[src/rtl/handshake_fork.sv]
// rtl/handshake_fork.sv - one-entry valid/ready fork to N_OUT consumers
//
// Purpose: captures one upstream payload and offers it to N_OUT downstream
// consumers. Each consumer may accept on its own cycle. The entry retires once
// every consumer has taken it. A new entry can be captured on the same edge the
// old one retires, which gives one entry per cycle when all consumers are ready.
//
// Ports:
//   clk        - single clock, all state on posedge
//   reset      - synchronous active-high reset
//   flush      - synchronous flush, discards the held entry
//   valid_in   - upstream offers data_in
//   ready_in   - block can capture data_in this cycle
//   data_in    - upstream payload (type T)
//   valid_out  - per-consumer offer of the held entry
//   ready_out  - per-consumer acceptance
//   data_out   - held payload, shared by all consumers (registered only)
module handshake_fork #(
  parameter type T     = logic,
  parameter int  N_OUT = 2
) (
  input  logic             clk,
  input  logic             reset,
  input  logic             flush,
  input  logic             valid_in,
  output logic             ready_in,
  input  T                 data_in,
  output logic [N_OUT-1:0] valid_out,
  input  logic [N_OUT-1:0] ready_out,
  output T                 data_out
);

  logic             full_q,    full_d;
  logic [N_OUT-1:0] done_q,    done_d;
  T                 payload_q, payload_d;

  logic [N_OUT-1:0] accept;
  logic             complete;
  logic             capture;

  always_comb begin
    // Offers are masked during reset too, because a synchronous reset has not
    // yet cleared full_q in the cycle it is first asserted.
    valid_out = (full_q && !flush && !reset) ? ~done_q : '0;
    accept    = valid_out & ready_out;
    // Retire when every consumer has either taken the entry earlier or is
    // taking it right now.
    complete  = full_q && (&(done_q | accept));
    ready_in  = (!full_q || complete) && !flush && !reset;
    capture   = valid_in && ready_in;
  end

  always_comb begin
    full_d    = full_q;
    done_d    = done_q;
    payload_d = payload_q;
    if (flush) begin
      // Flush wins over every handshake; payload is left as-is since no
      // consumer can see it once full is clear.
      full_d = 1'b0;
      done_d = '0;
    end else if (capture) begin
      // Covers both an empty block and retire-plus-refill on the same edge.
      full_d    = 1'b1;
      done_d    = '0;
      payload_d = data_in;
    end else if (complete) begin
      full_d = 1'b0;
      done_d = '0;
    end else begin
      done_d = done_q | accept;
    end
  end

  always_ff @(posedge clk) begin
    if (reset) begin
      full_q    <= 1'b0;
      done_q    <= '0;
      payload_q <= '0;
    end else begin
      full_q    <= full_d;
      done_q    <= done_d;
      payload_q <= payload_d;
    end
  end

  assign data_out = payload_q;

endmodule : handshake_fork

[config.mk]
export PLATFORM = sky130hd
export DESIGN_NAME = handshake_fork
export DESIGN_NICKNAME = d
export VERILOG_FILES = /design/src/rtl/handshake_fork.sv
export SDC_FILE = /design/constraint.sdc
export NUM_CORES = 1
export LEC_CHECK = 0
export BUFFER_PORTS_ARGS = -buffer_cell sky130_fd_sc_hd__buf_2
export CAP_MARGIN = 25
export CORE_AREA = 2 2 39 41
export DETAILED_ROUTE_END_ITERATION = 8
export DIE_AREA = 0 0 41 43
export PLACE_DENSITY_LB_ADDON = 0.1
export SYNTH_ARGS = -nofsm -noshare
export SYNTH_HDL_FRONTEND = slang
export SYNTH_SLANG_ARGS = --single-unit
[constraint.sdc]
create_clock -name clk -period 2.2 [get_ports clk]
set_clock_uncertainty 0.05 [all_clocks]
set_input_delay 0.22 -clock clk [delete_from_list [all_inputs] [get_ports clk]]
set_output_delay 0.22 -clock clk [all_outputs]
set_load 0.01 [all_outputs]
# After elaboration in Yosys (flattened, before gate mapping)
# Index checks and enable logic that the tools add are counted.
dict set report totals {
  word_cells 25
  output_inout_bits 4
  inputBits 7
  regBits 4
}
dict set report op_classes {
  reduce_logical 15
  muxes 3
  n_bitwise 4
}
# operator count
set op_table {}
lappend op_table {{1-bit logical AND} 6}
lappend op_table {{2-bit AND reduction} 2}
lappend op_table {{4-bit OR reduction} 1}
lappend op_table {{1-bit logical NOT} 3}
lappend op_table {{2-bit bitwise AND} 1}
lappend op_table {{1-bit two-way mux} 2}
lappend op_table {{2-bit two-way mux} 1}
lappend op_table {{2-bit NOT} 1}
lappend op_table {{2-bit bitwise OR} 1}
lappend op_table {{2-bit nonzero test} 1}
lappend op_table {{2-bit OR reduction} 1}
lappend op_table {{1-bit logical OR} 1}
lappend op_table {{1-bit NOT} 1}

# Longest topological paths before layout
# Gate-level depths: netlist of run 1.
dict set report logic_depth {
  word_depth 13
  mapped_depth 3
}

# Worst setup path after synthesis of run 1
# OpenSTA, ideal clock, no wires.
dict set report synth_timing {
  kind {reg-to-output}
  start {register done_q[0]}
  end {output ready_in}
  path_buffers 0
  arrival_ns 0.796
  setup_slack_ns 1.134
  t_required_ns 1.930
  stages_incl_launch_ff 3
  path_cell_list {dfxtp_1 -> o22ai_1 -> a21oi_1}
}
dict set report synth_via {
  elab_chain_len 9
}
# element line_no
set synth_rtl {}
lappend synth_rtl {{start, declared} 34} ;# logic [N_OUT-1:0] done_q, done_d;
lappend synth_rtl {{start signal, assigned} 82} ;# done_q <= done_d;
lappend synth_rtl {{2-bit NOT} 44} ;# valid_out = (full_q && !flush && !reset) ? ~done_q : '0;
lappend synth_rtl {{2-bit two-way mux} 44}
lappend synth_rtl {{2-bit bitwise AND} 45} ;# accept = valid_out & ready_out;
lappend synth_rtl {{2-bit bitwise OR *} 48} ;# complete = full_q && (&(done_q | accept));
lappend synth_rtl {{2-bit AND reduction *} 48}
lappend synth_rtl {{1-bit logical AND *} 48}
lappend synth_rtl {{1-bit logical OR *} 49} ;# ready_in = (!full_q || complete) && !flush && !reset;
lappend synth_rtl {{1-bit logical AND * (2 in series)} 49}
lappend synth_rtl {{end, declared} 26} ;# output logic ready_in,
# Every way passes the cells marked *; elsewhere a longest branch is shown, timed or not.

# Final worst setup path of run 1
# Ends and elaborated chain as after synthesis.

==> impl_metrics.yaml, run 1 <==
global_routing:
  overflow: 0
  grt_pass1_wl_um: 890
  grt_pass1_vias: 223
  grt_start_max_net_pins: 10
  antenna_found_initial: 0
  globalRouteTotalUtil_pct: 7.62
critical_path:
  path_class: "flop to output pin"
  crit_path_cell_trace: "o22ai_1, a21oi_1, buf_2"
  cp-start-kind: "flop"
  critPathCaptureType: "output pin"
  cp_num_buf_inv: 1
  path_delay_family: "compound AO/OA/AOI/OAI gates"
  max_stage_delay_ns: 0.38
  crit_fanout: 6
  crit_required_ns: 1.93
  cp_slowest_cell: "o22ai_1"
  worstPathArrival_ns: 1.23
placed_design:
  dp_slack_ns: 0.942
  place_inst: 55
  dpl_cell_area_sq_um: 310
  gp_congestion: 0.611
  port-buffer-count: 10
  hpwl_um: 474
cts:
  cts_tree: "built"
  clockBufferDepth: 2
  postCtsHoldBufs: 0
  cts_made_buffers: 3
  clkLatencyLatePin_ns: 0.23
  clockRootBuffer: "clkbuf_4"
  cts.sinks: 4
  htreeDepth: 1
  postCtsSetupRepairBufs: 0
  postCtsResizedCells: 0
  clkTransAtPathRegs_ns: 0.04
route:
  drt_iter0_markers: 4
  routedWlPerCell_um: 10.9
  dr.pass1.iters: 2
  drt-vias-per-instance: 4.50
  ant_nets: 0
  routed_wl_um: 633
  drc_errors: 0
  num_vias: 261
cells_and_area:
  fin_cells: 58
  n_antenna_cell: 0
  final_nets: 51
  final_util_pct: 24.1
  area_delta_synth_final_pct: 38.5
  drive_gt1_share_pct: 35.7
  finalInstanceArea_sq_um: 333
power_and_ir_drop:
  power.leakage_nw: 0.145
  total_power_mw: 0.200
  peakVddDrop_v: 0.000121
  powerDensity_nw_per_um2: 602
timing:
  period_share_pct: 68.1
  fin_crit_ns: 1.50
  tightest_slew_ns: 0.424
  drv_slew: 0
  fmax_mhz: 668
  rsz0062_at_grt: "false"
  timing.final.ws_setup_ns: 0.703
  hold_viol_final: 0
  finalSetupViolCount: 0
  tns_ns: 0
  relSlewSlack_pct: 71.7
  holdWs_ns: 0.278
yosys:
  yosysTopAreaCell: "dfxtp_1"
  synth_top_area_share_pct: 33.3
  synth_seq_cells: 4
  synth.distinct_cells: 18
  avgSynthCellArea_sq_um: 8.28
  syn_area_sq_um: 240
  seq_area_frac_synth_pct: 33.3
  synthCells: 29
  synth_area_leaders: "dfxtp_1, a21oi_1, o221ai_1"
  ys.warnings.count: 0
  syn-num-nets: 36
run:
  cap_violations: 0
floorplan:
  initial_utilization_pct: 17.4
  die_h_um: 43
  die_area_sq_um: 1760
  die_w_um: 41
  pin_count: 11
  core_area_sq_um: 1380
  rows: 14
min_path:
  hp-class: "primary input to flop"
run_status:
  status: "finished, final reports clean"
-- worst register-to-register path: cells and delay by family (launching register included) --
family / cells / cell delay (ns)
flip-flops: 1 / 0.33
AND/OR/NAND/NOR: 2 / 0.29
AO/OA/AOI/OAI: 1 / 0.38
-- area by class of cell --
type                    instances  area [sq um]
fillers                       161          1050
clock buffers                   3          22.5
inverters                       2          7.51
well taps                      16          20.0
repair buffers                 10          50.0
flip-flops and latches          4          80.1
multi-input cells              23           153
-- sequential cells by signal, summed over array words and instances (netlist names) --
| register | flops |
|---|---|
| full_q | 1 |
| done_q | 2 |
| data_out | 1 |
-- logic make-up (layout without fill, tap and decap cells) --
logic type,Yosys count,after routing,synth area share [%]
buffers and inverters,2,15,3.13
and+or+nand+nor,13,13,35.9
DFF,4,4,33.3
AOI/OAI and AO/OA,10,10,27.6
-- layout by cell type (no fill, tap or decap) --
cell type	netlist	layout
or4b_1	1	1
o21ai_0	1	1
nand2_1	1	1
nand3b_1	2	2
o221ai_1	2	2
inv_1	2	2
nand4b_1	1	1
o2111ai_1	1	1
o22ai_1	1	1
nor4_1	1	1
dfxtp_1	4	4
nor2_1	3	3
or2_2	1	1
a21oi_1	4	4
nand3_1	1	1
nand2b_1	1	1
buf_2	0	10
a2bb2oi_1	1	1
clkbuf_4	0	3
nand2b_4	1	1
-- synth_stat cells, drive strengths merged --
library cell  instances
a21oi                 4
a2bb2oi               1
dfxtp                 4
inv                   2
nand2                 1
nand2b                2
nand3                 1
nand3b                2
nand4b                1
nor2                  3
nor4                  1
o2111ai               1
o21ai                 1
o221ai                2
o22ai                 1
or2                   1
or4b                  1
-- metal layers --
| metal | share of wire [%] | global-route usage (%) |
|---|---|---|
| met5 | 0 | 0 |
| met2 | 44 | 9.38 |
| met1 | 47 | 9.94 |
| met3 | 8.1 | 3.14 |
| met4 | 0 | 6.00 |
-- worst paths after layout --
path                                           start               endpoint  cells after the start  slack, ns
worst max-delay path            done_q[0]$_SDFF_PP0_               ready_in                      3       0.70
worst max register to register  done_q[0]$_SDFF_PP0_  data_out$_SDFFE_PP0P_                      3       1.02
worst min register to register  done_q[1]$_SDFF_PP0_   done_q[1]$_SDFF_PP0_                      2       0.48
worst min-delay path                        valid_in    full_q$_SDFFE_PP0P_                      3       0.28
-- report_power, final --
part,switching (mW),internal (mW)
Sequential,0.00332,0.0754
Clock,0.0322,0.0612
Combinational,0.0149,0.0134
(Power assumes the default switching activity.)
==> run 2, diff against run 1 <==
clock period = 1.3 ns   (was 2.2 ns; I/O delays follow)
==> run 2 against run 1 <==
Against the previous run:
- register-to-register slack worse by 0.88 ns
- combinational power is 100% higher
- clock-buffer cell count stayed put
- non-clock buffer count is 1 higher
- worst setup slack worse by 0.63 ns
- cell area is 7.1% higher
- die area stayed put
- final cell count is 1.7% higher
- routed wire length is 1.6% higher
- clock power is 64% higher
- via count is 4.2% higher
- critical endpoint unchanged
==> impl_metrics.yaml, run 2 (synthesis results as in run 1) <==
placed_design:
  gp_congestion: 0.659
  port-buffer-count: 10
critical_path:
  worstPathArrival_ns: 1.05
  crit_fanout: 6
  path_class: "flop to output pin"
  critPathCaptureType: "output pin"
  cp-start-kind: "flop"
  crit_required_ns: 1.12
route:
  dr.pass1.iters: 1
  drt_iter0_markers: 0
  drt-vias-per-instance: 4.61
  routed_wl_um: 643
  drc_errors: 0
  routedWlPerCell_um: 10.9
  ant_nets: 0
  num_vias: 272
floorplan:
  die_w_um: 41
  rows: 14
  initial_utilization_pct: 17.4
  pin_count: 11
  die_h_um: 43
  die_area_sq_um: 1760
  core_area_sq_um: 1380
cts:
  htreeDepth: 1
  clkTransAtPathRegs_ns: 0.04
  clkLatencyLatePin_ns: 0.23
  cts_tree: "built"
  clockRootBuffer: "clkbuf_4"
  clockBufferDepth: 2
  cts.sinks: 4
  cts_made_buffers: 3
timing:
  fin_crit_ns: 1.23
  finalSetupViolCount: 0
  fmax_mhz: 815
  rsz0062_at_grt: "false"
  tightest_slew_ns: 0.408
  period_share_pct: 94.4
  tns_ns: 0
  hold_viol_final: 0
  relSlewSlack_pct: 72.7
  drv_slew: 0
cells_and_area:
  top_register: "done_q"
  final_cell_mix: "buf_2, a21oi_1, nor2_1, clkbuf_4"
  final_util_pct: 25.8
  largest_register_ffs: 2
  n_antenna_cell: 0
  area_delta_synth_final_pct: 48.4
  layout_commonest_cell: "buf_2"
  final_nets: 52
  drive_gt1_share_pct: 44.2
run:
  cap_violations: 0
global_routing:
  grt_pass1_vias: 238
  overflow: 0
  globalRouteTotalUtil_pct: 9.04
  grt_start_max_net_pins: 9
  antenna_found_initial: 0
  grt_pass1_wl_um: 993
power_and_ir_drop:
  power.leakage_nw: 0.154
  peakVddDrop_v: 0.000567
  powerDensity_nw_per_um2: 958
run_status:
  status: "finished, final reports clean"
min_path:
  hp-class: "primary input to flop"
## run 2: per-stage QoR
step | cells | total power [mW] | cell area (sq um) | hold slack (ns) | setup WS (ns)
2_1_floorplan | 29 | 0.160 | 240 | 0.247 | 0.235
5_1_grt | 59 | 0.365 | 357 | 0.201 | 0.0215
3_5_place_dp | 56 | 0.186 | 318 | 0.429 | 0.104
4_1_cts | 59 | 0.348 | 354 | 0.184 | 0.00801
6_report | 59 | 0.342 | 357 | 0.183 | 0.0731
3_3_place_gp | 56 | 0.187 | 318 | 0.422 | 0.137
## run 2: final cells by class
cell class              instances  area [sq um]
clock buffers                   3          22.5
fillers                       166          1030
inverters                       2          7.51
multi-input cells              23           166
flip-flops and latches          4          82.6
well taps                      16          20.0
repair buffers                 11          57.6
## run 2: where the power goes
group | switching (mW) | internal (mW) | total (mW)
clock network | 0.0503 | 0.103 | 0.153
logic | 0.0300 | 0.0266 | 0.0566
registers | 0.00363 | 0.128 | 0.132
total | 0.0839 | 0.258 | 0.342
## run 2: what timing repair did
action,4_1_cts,5_1_grt
endpoints found under the hold margin,0,0
hold buffers,0,0
buffers inserted,0,0
pin swaps,0,0
resized for setup,2,2
endpoints found under the setup margin,1,1
## run 2: worst paths after layout
kind / slack [ns] / to / from / cells after the start
max reg2reg: 0.14 / data_out$_SDFFE_PP0P_ / done_q[1]$_SDFF_PP0_ / 3
min: 0.18 / full_q$_SDFFE_PP0P_ / valid_in / 3
max: 0.07 / ready_in / done_q[0]$_SDFF_PP0_ / 3
min reg2reg: 0.47 / data_out$_SDFFE_PP0P_ / data_out$_SDFFE_PP0P_ / 2
## run 2: per-layer routing
metal / routed length (um) / track usage, %
met5: 0 / 0
met4: 0 / 4.00
met3: 76 / 7.85
met2: 291 / 12.2
met1: 275 / 9.65
## run 2: critical path, cell delays in order, from the launching register on
cell     delay, ns
dfxtp_2       0.34
o22ai_4       0.23
a21oi_1       0.10
buf_2         0.14
==> run 3, diff against run 2 <==
BUFFER_PORTS_ARGS = -buffer_cell sky130_fd_sc_hd__buf_4   (was -buffer_cell sky130_fd_sc_hd__buf_2)
==> run 3 against run 2 <==
Against the previous run:
- cell area up 7.4%
- combinational power increased by 13%
- non-clock buffer count unchanged
- critical endpoint unchanged
==> impl_metrics.yaml, run 3 (synthesis results as in run 1) <==
critical_path:
  max_stage_delay_ns: 0.34
  crit_path_cell_trace: "o22ai_4, a21oi_1, buf_4"
  cp_num_buf_inv: 1
  ff2ff_setup_slack_ns: 0.14
  path_class: "flop to output pin"
  critPathCaptureType: "output pin"
  crit_required_ns: 1.12
  crit_fanout: 6
  path_delay_family: "flip-flops"
  cp_slowest_cell: "dfxtp_2"
  r2r-end: "data_out$_SDFFE_PP0P_"
  reg2reg_from: "done_q[1]$_SDFF_PP0_"
  ff2ff_path_depth: 3
  worstPathArrival_ns: 1.03
  cp-start-kind: "flop"
route:
  drt-vias-per-instance: 4.53
  routedWlPerCell_um: 10.6
  drt_iter0_markers: 5
  dr.pass1.iters: 2
  num_vias: 267
  drc_errors: 0
  routed_wl_um: 628
  ant_nets: 0
global_routing:
  grt_util_met3_pct: 9.42
  grt_start_max_net_pins: 7
  antenna_found_initial: 0
  overflow: 0
  grtUsageMet1_pct: 10.3
  grt_util_met2_pct: 11.9
  grt_busiest_layer: "met2"
  globalRouteTotalUtil_pct: 9.13
  grt_pass1_wl_mm: 1.01
  grt_pass1_vias: 246
power_and_ir_drop:
  power_frac_clock_pct: 43.4
  switching_share_pct: 23.4
  power.leakage_nw: 0.160
  comb_power_share_pct: 18.4
  p_int_mw: 0.266
  powerDensity_nw_per_um2: 907
  switchingPower_mw: 0.0814
  peakVddDrop_v: 0.000460
  seqPwrFrac_pct: 38.2
  total_power_mw: 0.347
cells_and_area:
  area_delta_synth_final_pct: 59.4
  final_util_pct: 27.7
  n_antenna_cell: 0
  multi_input_area_sq_um: 166
  final_cell_mix: "buf_4, a21oi_1, nor2_1, clkbuf_4, dfxtp_2"
  fill_cells: 148
  drive_gt1_share_pct: 46.5
  seq_area_sq_um: 83.8
  final_nets: 52
  largest_register_ffs: 2
  top_register: "done_q"
  layout_commonest_cell: "buf_4"
placed_design:
  port-buffer-count: 10
  hpwl_um: 484
  dp_slack_ns: 0.118
  gp_congestion: 0.639
timing:
  finalSetupViolCount: 0
  timing.final.ws_setup_ns: 0.0858
  tightest_slew_ns: 0.400
  hold_viol_final: 0
  period_share_pct: 93.4
  drv_slew: 0
  tns_ns: 0
  fmax_mhz: 824
  fin_crit_ns: 1.21
  relSlewSlack_pct: 73.2
  rsz0062_at_grt: "false"
floorplan:
  core_area_sq_um: 1380
  rows: 14
  pin_count: 11
  die_h_um: 43
  die_w_um: 41
  die_area_sq_um: 1760
  initial_utilization_pct: 17.4
min_path:
  hp-start: "flush"
  hold_end: "done_q[1]$_SDFF_PP0_"
  worst_hold_path.num_cells: 3
  hp-class: "primary input to flop"
cts:
  htreeDepth: 1
  cts.sinks: 4
  cts_tree: "built"
  postCtsSetupRepairBufs: 0
  clkTransAtPathRegs_ns: 0.04
  clkLatencyLatePin_ns: 0.23
  cts_made_buffers: 3
  clockRootBuffer: "clkbuf_4"
  clockBufferDepth: 2
run:
  cap_violations: 0
run_status:
  status: "finished, final reports clean"
-- run 3: power by group through the flow --
stage	clock, mW	combinational (mW)	sequential [mW]
global placement	0	0.0604	0.134
global route	0.174	0.0697	0.133
CTS	0.162	0.0642	0.132
floorplan	0	0.0254	0.135
finish	0.151	0.0638	0.133
detailed placement	0	0.0602	0.134
-- run 3: layout make-up --
type	instances	area share, %
well taps	16	5.23
flip-flops and latches	4	21.9
inverters	2	1.96
clock buffers	3	5.88
multi-input cells	23	43.5
repair buffers	11	21.6
-- run 3: worst max path at each step --
stage | cells past startpoint | slack [ns] | end | start
2_1_floorplan | 3 | 0.24 | data_out$_SDFFE_PP0P_ | done_q[0]$_SDFF_PP0_
3_3_place_gp | 3 | 0.12 | data_out$_SDFFE_PP0P_ | done_q[0]$_SDFF_PP0_
3_5_place_dp | 3 | 0.12 | data_out$_SDFFE_PP0P_ | done_q[0]$_SDFF_PP0_
4_1_cts | 3 | 0.02 | ready_in | done_q[0]$_SDFF_PP0_
5_1_grt | 3 | 0.03 | ready_in | done_q[0]$_SDFF_PP0_
6_report | 3 | 0.09 | ready_in | done_q[0]$_SDFF_PP0_
-- run 3: metrics by stage --
stage                     hold WS [ns]  std cells  cell area, sq um
after global routing             0.173         59               383
final                            0.164         59               383
after global placement           0.415         56               343
after CTS                        0.159         59               380
after floorplan                  0.247         29               240
after detailed placement         0.416         56               343
-- run 3: metal layers --
metal,up-vias,routed length (um),part of all wire [%]
li1,141,-,-
met1,117,312,50
met2,9,267,43
met3,0,48,7.6
met4,0,0,0
met5,-,0,0
-- run 3: what timing repair did --
item | CTS | global route
endpoints found under the setup margin | 1 | 3
hold buffers | 0 | 0
gates resized for setup | 3 | 2
pin swaps | 0 | 1
-- run 3: worst register-to-register path, stage by stage, from the launching register on --
cell and delay, ns:
dfxtp_2 0.34, a2bb2oi_1 0.37, nor4_1 0.10, nand4b_1 0.18
